<file path="src/rtl/vec_pkg.sv">
// Shared vector typedefs for the execute-to-writeback path.
// Lane/vector shapes, the buffered entry and the buffer state.
package vec_pkg;

    localparam int regSize  = 8;
    localparam int vecSize  = 16;
    localparam int regAddrW = 4;

    typedef logic [regSize-1:0] lane_t;
    typedef lane_t [vecSize-1:0] vec_t;

    typedef struct packed {
        vec_t                result;
        logic [regAddrW-1:0] dest;
        logic                we;
    } ex_wb_entry_t;

    typedef enum logic [1:0] {
        EMPTY = 2'd0,
        ONE   = 2'd1,
        FULL  = 2'd2
    } buf_state_e;

endpackage

</file>
<file path="src/rtl/vector_ex_wb_buffer.sv">
// Two-entry elastic buffer between vector execute and writeback.
// in_ready comes from registered state only; head feeds the bypass.
module vector_ex_wb_buffer
    import vec_pkg::*;
(
    input  logic                clk,
    input  logic                rst_n,
    input  logic                flush,
    input  logic                in_valid,
    output logic                in_ready,
    input  vec_t                in_result,
    input  logic [regAddrW-1:0] in_dest,
    input  logic                in_we,
    output logic                out_valid,
    input  logic                out_ready,
    output vec_t                out_result,
    output logic [regAddrW-1:0] out_dest,
    output logic                out_we,
    output logic                fwd_valid,
    output logic [regAddrW-1:0] fwd_dest,
    output vec_t                fwd_result
);

    buf_state_e   state_q;
    buf_state_e   state_d;
    ex_wb_entry_t head_q;
    ex_wb_entry_t tail_q;
    ex_wb_entry_t in_entry;

    logic accept;
    logic pop;
    logic head_from_in;
    logic head_from_tail;
    logic tail_from_in;

    assign in_entry = '{result: in_result, dest: in_dest, we: in_we};

    assign in_ready  = (state_q != FULL);
    assign out_valid = (state_q != EMPTY);
    assign accept    = in_valid & in_ready;
    assign pop       = out_valid & out_ready;

    always_comb begin
        state_d        = state_q;
        head_from_in   = 1'b0;
        head_from_tail = 1'b0;
        tail_from_in   = 1'b0;
        unique case (state_q)
            EMPTY: begin
                if (accept) begin
                    state_d      = ONE;
                    head_from_in = 1'b1;
                end
            end
            ONE: begin
                if (accept && pop) begin
                    head_from_in = 1'b1;
                end else if (accept) begin
                    state_d      = FULL;
                    tail_from_in = 1'b1;
                end else if (pop) begin
                    state_d = EMPTY;
                end
            end
            FULL: begin
                if (pop) begin
                    state_d        = ONE;
                    head_from_tail = 1'b1;
                end
            end
            default: state_d = EMPTY;
        endcase
        // flush beats any same-cycle accept or pop
        if (flush) begin
            state_d        = EMPTY;
            head_from_in   = 1'b0;
            head_from_tail = 1'b0;
            tail_from_in   = 1'b0;
        end
    end

    always_ff @(posedge clk or negedge rst_n) begin
        if (!rst_n) begin
            state_q <= EMPTY;
            head_q  <= '0;
            tail_q  <= '0;
        end else begin
            state_q <= state_d;
            if (head_from_in) begin
                head_q <= in_entry;
            end else if (head_from_tail) begin
                head_q <= tail_q;
            end
            if (tail_from_in) begin
                tail_q <= in_entry;
            end
        end
    end

    assign out_result = head_q.result;
    assign out_dest   = head_q.dest;
    assign out_we     = head_q.we;

    assign fwd_valid  = out_valid & head_q.we;
    assign fwd_dest   = head_q.dest;
    assign fwd_result = head_q.result;

endmodule

</file>
<file path="config.mk">
export PLATFORM = sky130hd
export DESIGN_NAME = vector_ex_wb_buffer
export DESIGN_NICKNAME = d
export VERILOG_FILES = /design/src/rtl/vec_pkg.sv /design/src/rtl/vector_ex_wb_buffer.sv
export SDC_FILE = /design/constraint.sdc
export NUM_CORES = 1
export LEC_CHECK = 0
export CAP_MARGIN = 10
export CORE_ASPECT_RATIO = 0.7
export CORE_MARGIN = 8
export CORE_UTILIZATION = 51
export DETAILED_ROUTE_END_ITERATION = 16
export GPL_ROUTABILITY_DRIVEN = 0
export MAX_ROUTING_LAYER = met4
export PLACE_DENSITY_LB_ADDON = 0.15
export SYNTH_ARGS = -nofsm -noshare
export SYNTH_HDL_FRONTEND = slang
export SYNTH_SLANG_ARGS = --single-unit
</file>
<file path="constraint.sdc">
create_clock -name clk -period 2.6 [get_ports clk]
set_input_delay 0.78 -clock clk [delete_from_list [all_inputs] [get_ports clk]]
set_output_delay 0.78 -clock clk [all_outputs]
set_load 0.05 [all_outputs]
</file>
==> impl_metrics.tcl <==
set metrics [dict create \
    status "complete, no violations" \
    hold-worst-slack_ns 0.149 \
    number_of_top_level_pins 406 \
    layout_common_cells "clkdlybuf4s50_1, mux2_2, dfrtp_1" \
    post_drt_wl_per_cell_um 20.8 \
    cts_made_buffers 26 \
    setup_violations 0 \
    synth_seq_area_share_pct 52.3 \
    core-area_um2 24700 \
    rr_startpoint "state_q[0]" \
    numClockSinks 268 \
    rows 48 \
    crit_fanout 3 \
    netlist-cell-type-count 21 \
    final_cell_count_no_fill 1512 \
    worst-setup-path-type "reg -> out" \
    cp-start-kind "flop" \
    finalMaxSlewViolations 0 \
    tritoncts "done" \
    vias_per_cell 5.06 \
    cpMaxStageDelayCell "clkdlybuf4s50_1" \
    path_buf_inv 1 \
    height_of_the_die_um 149 \
    multi_input_comb_area_um2 4880 \
    first_global_vias 8422 \
    final_design_area_no_fill_um2 17700 \
    clk_latency_ns 0.52 \
    post-synth-top-area-fraction_pct 52.3 \
    clkTransAtPathRegs_ns 0.06 \
    synth_cells 858 \
    vdd_ir_drop_max_uv 674 \
    post-route-drc-count 0 \
    critical_path_arrival_ns 1.77 \
    dp_hpwl_um 23800 \
    h_tree_depth_reported_by_cts 1 \
    antenna_violations_before_repair 1 \
    fin_worst_skew_ns 0.0158 \
    track_usage_pct 20.5 \
    first_pass_iters 4 \
    routed_wl_um 31400 \
    r2r_slack_ns 0.67 \
    drt_first_iter_violations 220 \
    finish.utilization_pct 71.7 \
    clockBufferDepth 3 \
    syn-mean-instance-area_um2 14.9 \
    number_of_synthesis_warnings 0 \
    hold_buffers 0 \
    summed_negative_setup_slack_over_all_endpoints_ns 0 \
    mappedNetlistNets 996 \
    n_fill_cell 1634 \
    critPathTopFamily "buffers and inverters" \
    ys_seq_elements 268 \
    placed_area_um2 16700 \
    max_clock_freq_mhz 392 \
    first_pass_grt_wire_length_um 48900 \
    grt_max_degree 53 \
    drive_gt1_share_pct 42.4 \
    min-delay-path-class "in -> async" \
    worst_slew_margin_relative_to_its_limit_pct 61.8 \
    worst_tran_pin_value_ns 0.572 \
    fin_crit_sh_pct 98.1 \
    seq_area_um2 6710 \
    critical_path.max_stage_delay_ns 0.84 \
    worst_ep_required_time_ns 1.82 \
    power.density_nw_per_um2 955 \
    layout.cells.most_common "clkdlybuf4s50_1" \
    antenna_left 0 \
    crit_path_cell_trace "clkdlybuf4s50_1" \
    total_congestion_overflow 0 \
    x_dimension_of_the_die_um 205 \
    numPortBuffers 405 \
    timing.final.hold_violations 0 \
    final_worst_setup_slack_ns 0.0502 \
    synth_top_cell_by_area "dfrtp_1" \
    floorplan.initialDensity_pct 51.9 \
    die-area_um2 30500 \
    rsz0062_at_grt "no" \
    synth_area_leaders "dfrtp_1, mux2_2, mux2_4, buf_4, buf_2" \
    cts.root.buffer_cell "clkbuf_16" \
    syn-cell-area_um2 12800 \
    area_delta_synth_final_pct 38.1 \
    cp-end-kind "output pin" \
    final_period_minus_worst_setup_slack_ns 2.55 \
    count_of_maximum_capacitance_violations 0 \
    place_inst 1464 \
    fin_nets 1305 \
    p_total_mw 16.9 \
    pre_cts_slack_ns -0.101 \
    power_leakage_nw 7.67 \
    worstRegToRegCells 5 \
    worst_r2r_endpoint "fwd_result[82]" \
    route.vias.total 7657 \
]
[cell usage after synthesis (all sizes together)]
library cell / instances
a211oi: 1
a21oi: 1
and2: 1
and4bb: 1
buf: 168
clkbuf: 7
dfrtp: 268
inv: 1
mux2: 399
mux2i: 1
nand2: 2
nand3b: 2
nor2: 1
nor3b: 1
o21ai: 1
o21ba: 1
or2: 1
or3b: 1
[worst register-to-register path: stages, from the launching register on]
cell and delay [ns]:
dfrtp_1 0.44, and4bb_4 0.39, buf_12 0.19, buf_12 0.20
mux2_4 0.31, mux2_2 0.27
[worst max-delay path by stage]
stage | from | end | slack, ns | cells after the start
after floorplan | flush | fwd_result[100] | 0.46 | 6
after global placement | out_ready | fwd_result[93] | -0.06 | 6
after detailed placement | flush | fwd_result[82] | -0.10 | 6
after CTS | fwd_result[39] | fwd_result[39] | 0.009 | 1
after global routing | fwd_result[25] | fwd_result[25] | 0.0003 | 1
final | fwd_result[63] | out_result[63] | 0.05 | 1
[kinds of logic after synthesis]
family | synth area share [%]
mux | 37.2
flops | 52.3
buf+inv | 9.76
simple gates | 0.527
compound gates | 0.215
[area by class of cell]
cell class              count  area share, %
clock buffers              37           4.42
clock inverters            10           1.00
inverters                   1         0.0212
multi-input cells         414           27.5
flip-flops and latches    268           37.9
diodes                      1         0.0141
well taps                 325           2.30
repair buffers            456           26.8
[registers in the layout, indices dropped and copies added, names as in the netlist]
signal	flops
fwd_dest	4
fwd_result	128
out_we	1
state_q	2
tail_q	133
[power by group]
group | leakage, nW | switching (mW) | internal, mW
clock network | 0.473 | 1.57 | 2.59
logic | 3.98 | 4.04 | 2.81
registers | 3.22 | 0.701 | 5.19
total | 7.67 | 6.31 | 10.6
[layer usage]
layer	part of all wire, %	track usage [%]	vias up
met4	1.8	4.03	0
met2	50	33.9	207
li1	-	-	3513
met3	5.7	4.43	43
met1	43	26.0	3894
met5	0	-	-
[timing repair]
action	CTS	global route
gates resized for setup	4	14
setup buffers	0	0
setup endpoints to repair	4	14
endpoints found under the hold margin	0	0
Power figures use the tool's default switching activity.
